===== src/rtl/alarm_timer_pkg.sv =====
// Shared definitions for the anti-theft alarm: interval codes, default
// delays and the timer state encoding used by both the timer and the FSM.
package alarm_timer_pkg;

  // Delay select codes (interval / time_param_sel)
  localparam logic [1:0] INT_ARM    = 2'b00;
  localparam logic [1:0] INT_DRIVER = 2'b01;
  localparam logic [1:0] INT_PASS   = 2'b10;
  localparam logic [1:0] INT_ALARM  = 2'b11;

  // Default delays in seconds
  localparam int T_ARM_DEF_S    = 6;
  localparam int T_DRIVER_DEF_S = 8;
  localparam int T_PASS_DEF_S   = 15;
  localparam int T_ALARM_DEF_S  = 10;

  // Timer state encoding
  typedef enum logic [1:0] {
    ST_IDLE = 2'b00,
    ST_LOAD = 2'b01,
    ST_RUN  = 2'b10
  } timer_state_t;

endpackage


===== src/rtl/one_hz_divider.sv =====
// Prescaler producing a one-cycle enable once per second. Cleared by the
// timer restart so second boundaries line up with the countdown start.
module one_hz_divider #(
  parameter int CLK_FREQ_HZ = 50_000_000
) (
  input  logic clock,
  input  logic reset,
  input  logic clear,
  output logic tick,
  output logic one_hz_enable
);

  localparam int PW = (CLK_FREQ_HZ > 2) ? $clog2(CLK_FREQ_HZ) : 1;
  localparam logic [PW-1:0] LAST = PW'(CLK_FREQ_HZ - 1);

  logic [PW-1:0] presc;

  // A restart suppresses the tick so a reload never coincides with a decrement
  assign tick = (presc == LAST) && !clear;

  // Prescaler wraps at CLK_FREQ_HZ-1; the enable output is the registered tick
  always_ff @(posedge clock) begin
    if (reset || clear) begin
      presc <= '0;
    end else if (presc == LAST) begin
      presc <= '0;
    end else begin
      presc <= presc + 1'b1;
    end
  end

  // Registered enable, one cycle per wrap
  always_ff @(posedge clock) begin
    if (reset) begin
      one_hz_enable <= 1'b0;
    end else begin
      one_hz_enable <= tick;
    end
  end

endmodule


===== src/rtl/alarm_timer.sv =====
// Programmable countdown timer and 1 Hz time base for the anti-theft FSM.
// Holds four reprogrammable delay registers and counts the selected one
// down in whole seconds, pulsing expired when it reaches zero.
module alarm_timer
  import alarm_timer_pkg::*;
#(
  parameter int CLK_FREQ_HZ  = 50_000_000,
  parameter int T_ARM_DEF    = T_ARM_DEF_S,
  parameter int T_DRIVER_DEF = T_DRIVER_DEF_S,
  parameter int T_PASS_DEF   = T_PASS_DEF_S,
  parameter int T_ALARM_DEF  = T_ALARM_DEF_S
) (
  input  logic       clock,
  input  logic       reset,
  input  logic       start_timer,
  input  logic [1:0] interval,
  input  logic       reprogram,
  input  logic [1:0] time_param_sel,
  input  logic [3:0] time_value,
  output logic       expired,
  output logic       one_hz_enable,
  output logic [3:0] remaining,
  output logic       counting
);

  logic [3:0]   params [0:3];
  timer_state_t state;
  logic         tick;

  one_hz_divider #(
    .CLK_FREQ_HZ(CLK_FREQ_HZ)
  ) u_div (
    .clock        (clock),
    .reset        (reset),
    .clear        (start_timer),
    .tick         (tick),
    .one_hz_enable(one_hz_enable)
  );

  // Delay registers; a zero value is rejected so a countdown is never empty
  always_ff @(posedge clock) begin
    if (reset) begin
      params[INT_ARM]    <= 4'(T_ARM_DEF);
      params[INT_DRIVER] <= 4'(T_DRIVER_DEF);
      params[INT_PASS]   <= 4'(T_PASS_DEF);
      params[INT_ALARM]  <= 4'(T_ALARM_DEF);
    end else if (reprogram && (time_value != 4'd0)) begin
      params[time_param_sel] <= time_value;
    end
  end

  // Countdown FSM. Any cycle with start_timer high (re)loads the count and
  // parks in LOAD, including the entry cycle from IDLE or RUN, so the value
  // sampled on the last start cycle is the one counted. A load reads the
  // register contents from before any same-cycle reprogram write.
  always_ff @(posedge clock) begin
    if (reset) begin
      state     <= ST_IDLE;
      remaining <= 4'd0;
      expired   <= 1'b0;
      counting  <= 1'b0;
    end else begin
      expired <= 1'b0;
      if (start_timer) begin
        state     <= ST_LOAD;
        remaining <= params[interval];
        counting  <= 1'b0;
      end else begin
        case (state)
          ST_LOAD: begin
            state    <= ST_RUN;
            counting <= 1'b1;
          end
          ST_RUN: begin
            if (tick) begin
              if (remaining == 4'd1) begin
                remaining <= 4'd0;
                expired   <= 1'b1;
                counting  <= 1'b0;
                state     <= ST_IDLE;
              end else begin
                remaining <= remaining - 4'd1;
              end
            end
          end
          default: begin
            state    <= ST_IDLE;
            counting <= 1'b0;
          end
        endcase
      end
    end
  end

endmodule


===== config.mk =====
export PLATFORM = sky130hd
export DESIGN_NAME = alarm_timer
export DESIGN_NICKNAME = d
export VERILOG_FILES = /design/src/rtl/alarm_timer_pkg.sv /design/src/rtl/one_hz_divider.sv /design/src/rtl/alarm_timer.sv
export SDC_FILE = /design/constraint.sdc
export NUM_CORES = 1
export LEC_CHECK = 0
export CAP_MARGIN = 20
export CORE_MARGIN = 1.5
export CORE_UTILIZATION = 57
export CTS_BUF_LIST = sky130_fd_sc_hd__clkbuf_16
export CTS_CLUSTER_DIAMETER = 40
export DETAILED_ROUTE_END_ITERATION = 8
export PLACE_DENSITY = 0.78
export SETUP_SLACK_MARGIN = 0.3
export SYNTH_ARGS = -nofsm -noshare
export SYNTH_HDL_FRONTEND = slang
export SYNTH_HIERARCHICAL = 1
export SYNTH_SLANG_ARGS = --single-unit

===== constraint.sdc =====
create_clock -name clock -period 3 [get_ports clock]
set_clock_uncertainty 0.1 [all_clocks]
set_input_delay 0.6 -clock clock [delete_from_list [all_inputs] [get_ports clock]]
set_output_delay 0.6 -clock clock [all_outputs]
set_load 0.005 [all_outputs]

---- Yosys cells after proc, flatten, opt, wreduce, memory -nomap -nowiden ----
Memory sizes are Yosys's and may differ from the RTL's.
Index checks and enable logic that the tools add are counted.
storage, ports and cells
  register bits ........................... 35
  bits in writable memories ............... 16
  input port bits ......................... 12
  word-level logic and storage cells ...... 54
  memories kept ........................... 1
cells by class
  add/subtract/negate cells ............... 2
  eq/ne operators ......................... 8
  muxes and demuxes ....................... 20
  bitwise operators ....................... 2
  reductions and logical operators ........ 14
memories
  memory  depth  bits a word  read ports  clocked after Yosys merged registers in  wr ports  line               source
  params  4      4            1           0                                        4         alarm_timer.sv:26  logic [3:0] params [0:3];
operators by type and width
  kind                   count
  $add 26x1->26 const B  1
  $eq 26x26->1 const B   1
  $mux 4                 5
  $mux 1                 10
  $reduce_or 4->1        2
  $mux 2                 3
  $ne 3x3->1 const B     2
  $reduce_and 2->1       3
  $eq 4x1->1 const B     1
  $ne 2x2->1 const B     2
  $pmux 2 s2             1
  $reduce_bool 2->1      2
  $reduce_bool 4->1      1
  $reduce_or 2->1        2
  $sub 4x1->4 const B    1
  $eq 2x1->1 const B     1
  $eq 2x2->1 const B     1
  $logic_and 1x1->1      2
  $not 1->1              2
  $pmux 1 s2             1
  $logic_not 1->1        1
  $logic_or 1x1->1       1

---- Logic depth before layout (Yosys ltp) ----
  depth in word-level cells ............... 7
  depth in mapped cells ................... 8

---- By module ----
The synthesis kept the hierarchy.
modules (own cells, without submodules)
  module          instances  cells each  area an instance (sq um)  seq. area each (sq um)
  one_hz_divider  1          146         1281.2                    540.5
  alarm_timer     1          88          1123.6                    620.6

---- Worst setup path before layout ----
Ideal clock, no wire load.
  kind .................................... register -> register
  start ................................... reg u_div.presc[18]
  end ..................................... reg remaining[3]
  setup time .............................. 0.091 ns
  data arrival time ....................... 2.315 ns
  required time ........................... 2.809 ns
  setup slack ............................. 0.494 ns
  stages on the path, launching flop included .. 8
  path buffers ............................ 0
  cells stage by stage .................... dfxtp_1 or4b_1 nor4_1 nand3_1 nor2_1 nand3b_4 or4_1 a311oi_1
on the way
  word-level cells in the longest chain between the ends .. 4
ends and longest elaborated chain
  what                         line                  source
  start, declared              one_hz_divider.sv:16  logic [PW-1:0] presc;
  start signal, assigned       one_hz_divider.sv:28  presc <= presc + 1'b1;
  $eq 26x26->1                 one_hz_divider.sv:19  assign tick = (presc == LAST) && !clear;
  $logic_and 1x1->1            one_hz_divider.sv:19
  via tick                     alarm_timer.sv:28     logic tick;
  $reduce_bool 2->1 (no line)  --
  $reduce_and 2->1 (no line)   --
  end signal, assigned         alarm_timer.sv:66     remaining <= params[interval];
  end signal, assigned         alarm_timer.sv:82     remaining <= remaining - 4'd1;
  end, declared                alarm_timer.sv:22     output logic [3:0] remaining,
The timed path passes the listed nets, and every way through them passes these cells.
A chain may end at the register's enable or synchronous reset.

---- Worst setup path in the final report ----
Same ends and word-level chain as after synthesis.

==> out/metrics.yaml <==
run_status: "complete, no violations"
regArea_um2: 1160
finalWeightedCongestion: 0.801
worstPathBufferInverterCount: 0
yosys_warnings: 6
cts_htree_levels: 2
grt_start_max_net_pins: 27
fmax_mhz: 390
grt_use_total_pct: 20.8
final_common_cell: "dfxtp_1"
layout.filler_cells: 332
grt_pass1_vias: 1576
die_area_um2: 4620
detail_route.first_pass.iterations: 4
post_synth.cell_area_avg_um2: 10.3
drv_slew: 0
worstHoldPathType: "flop to flop"
dpl_cell_area_um2: 2620
final_net_count: 271
synth.net_count: 249
drtAntennaViolNets: 0
clk_latency_ps: 280
maximum_vdd_drop_uv: 368
worstPathMaxFanout: 8
initial_utilization_pct: 59.7
clock_sinks: 50
synthesis.area_um2: 2400
number_of_max_cap_violations: 0
timing.critical_path.cells: "or4b_1 -> nor4_2 -> nand3_1 -> nor2_4 -> nand3b_4 -> or4_1 -> a311oi_1"
final_critical_path_setup_slack_ps: 434
hold_violations: 0
placementRows: 23
timing.critical_path.arrival_ps: 2660
placeableCoreArea_um2: 4030
hp-start: "u_div/presc[0]"
cts_buffers: 5
synth_sequential_area_ratio_pct: 48.3
max-slew-margin-rel_pct: 50.3
multi_input_gate_area_um2: 1180
routed-wl-met2_mm: 1.96
detail_route.wirelength_mm: 4.15
antenna_found_initial: 0
ctsHoldBuffers: 0
rsz0062_at_grt: "false"
via_count: 1759
vias_per_cell: 5.73
maxUsedRoutingLayer: "met4"
hpwlAfterDp_mm: 2.97
startpoint_type: "flop"
dieWidth_um: 68.0
dr.first_iter.drc_count: 125
io_buffer_count: 18
antenna_cells_inserted: 0
regToRegStartpoint: "u_div/presc[18]"
gr-total-overflow: 0
grt_pass1_wl_mm: 7.17
final_period_minus_worst_setup_slack_ps: 2570
crit_path_top_delay_cell: "or4b_1"
cts_setup_buffers: 0
drt-met1-wl_mm: 2.03
cts_tree: "built"
layout.cells.most_common_list: "34 x dfxtp_1, 26 x nor2_1, 18 x clkdlybuf4s50_1"
path_delay_family: "simple AND/OR/NAND/NOR gates"
setup_violations: 0
worst_pin_slew_ps: 738
cts.clk_slew.worst_paths_ps: 60
layout-area-overhead-vs-synth_pct: 15.8
clock-root-buffer: "clkbuf_16"
p_leak_nw: 0.930
yosys.cell_types.count: 45
timing.setup.critical_path_class: "flop to flop"
number_of_buffers_on_the_longest_clock_path: 2
placed_cells_incl_taps: 299
drc_errors: 0
route.detailed.wl_per_inst_um: 13.5
critPathCaptureType: "flop"
instances_no_fill: 307
worst_hold_slack_ps: 360
netlist_instances: 234
fin_area_um2: 2790
dpl_worst_slack_ps: 327
portion_of_the_clock_cycle_consumed_by_the_worst_path_in_the_final_layout_pct: 85.5
synth_async_sr_flop_share_pct: 0
synth_seq_cells: 50
route.met3.wl_um: 123
totalNegativeSetupSlack_ps: 0
fp.dieH_um: 68.0
synth_enable_flop_cells: 16
pwr_density_cell_nw_per_um2: 491
final_layout_size_suffix_gt1_share_pct: 12.8
worst-endpoint-required_ps: 3090
worstSetupStartpoint: "u_div/presc[18]"
synth_ff_type: "dfxtp_1"
max_stage_delay_ps: 540
num_io_pins: 19
[worst reg2reg max path, stage by stage (launching register included)]
cell and delay (ps):
dfxtp_1 350, or4b_1 540, nor4_2 270, nand3_1 180
nor2_4 150, nand3b_4 130, or4_1 510, a311oi_1 250
[sequential cells by signal, indices dropped and copies added, names as in the netlist]
register	count
expired	1
u_div/one_hz_enable	1
remaining	4
state	1
counting	1
params	16
u_div/presc	26
[final cells by class]
class	count	share of cell area (%)
Inverter	10	1.35
Tap cell	50	2.25
Multi-Input combinational cell	168	42.3
Clock inverter	3	0.629
Clock buffer	5	4.49
Timing Repair Buffer	21	7.28
Sequential cell	50	41.7
[timing repair]
action / 4_1_cts / 5_1_grt
resized for setup: 1 / 3
cloned: 0 / 0
setup endpoints to repair: 1 / 3
[cells in the mapped netlist, types with 2 or more instances]
library cell	count	share of area (%)
a21oi_2	2	0.73
nor2b_1	2	0.52
nor2_1	27	4.2
o21bai_1	2	0.62
dfxtp_1	34	28
buf_4	2	0.62
nor4_1	5	1.3
o21ai_0	5	1.0
inv_1	10	1.6
nand2_1	14	2.2
a21oi_1	8	1.7
and2_1	7	1.8
ha_1	3	1.6
nor3_1	6	1.2
or2b_1	2	0.62
mux4_2	4	3.7
or4_1	7	2.2
a311oi_1	3	1.1
nand4_1	2	0.52
nand2b_1	6	1.6
o31ai_1	7	2.2
xnor2_1	11	4.0
xor2_1	3	1.1
nand3_1	9	1.9
or4_4	3	1.4
edfxtp_1	16	20
buf_6	2	0.94
or2_2	5	1.3
and3_1	2	0.52
or3_1	10	2.6
[logic make-up after synthesis]
family          count (synthesis)  synth area share [%]
simple gates                  114                  27.5
flops                          50                  48.3
compound gates                 32                  9.89
buf+inv                        16                  3.49
xor+xnor                       14                  5.10
mux                             5                  4.16
fa+ha+maj                       3                  1.56
[path summary, 6_finish.rpt]
| path | to | slack (ps) | depth (start not counted) |
|---|---|---|---|
| setup / recovery | remaining[3] | 430 | 7 |
| hold / removal | u_div/presc[0] | 360 | 1 |
| setup reg to reg | remaining[3] | 430 | 7 |
| hold reg to reg | u_div/presc[0] | 360 | 1 |
[stage by stage]
stage          util [%]  total power [W]
3_3_place_gp       65.1         0.000844
3_5_place_dp       65.1         0.000846
2_1_floorplan         -         0.000800
5_1_grt            69.1          0.00143
6_report           69.1          0.00137
4_1_cts            68.7          0.00138
[where the power goes]
part / total [W] / switching (W) / internal [W]
sequential: 0.000734 / 0.0000123 / 0.000722
clock: 0.000536 / 0.000230 / 0.000306
combinational: 0.0000962 / 0.0000445 / 0.0000517
[routing by layer]
| metal | vias to the layer above | track usage [%] |
|---|---|---|
| li1 | 890 | - |
| met1 | 837 | 27.3 |
| met2 | 28 | 33.5 |
| met3 | 4 | 6.25 |
| met4 | 0 | 5.75 |
| met5 | - | 0 |
Note: power is estimated with default switching activity, not from simulation.
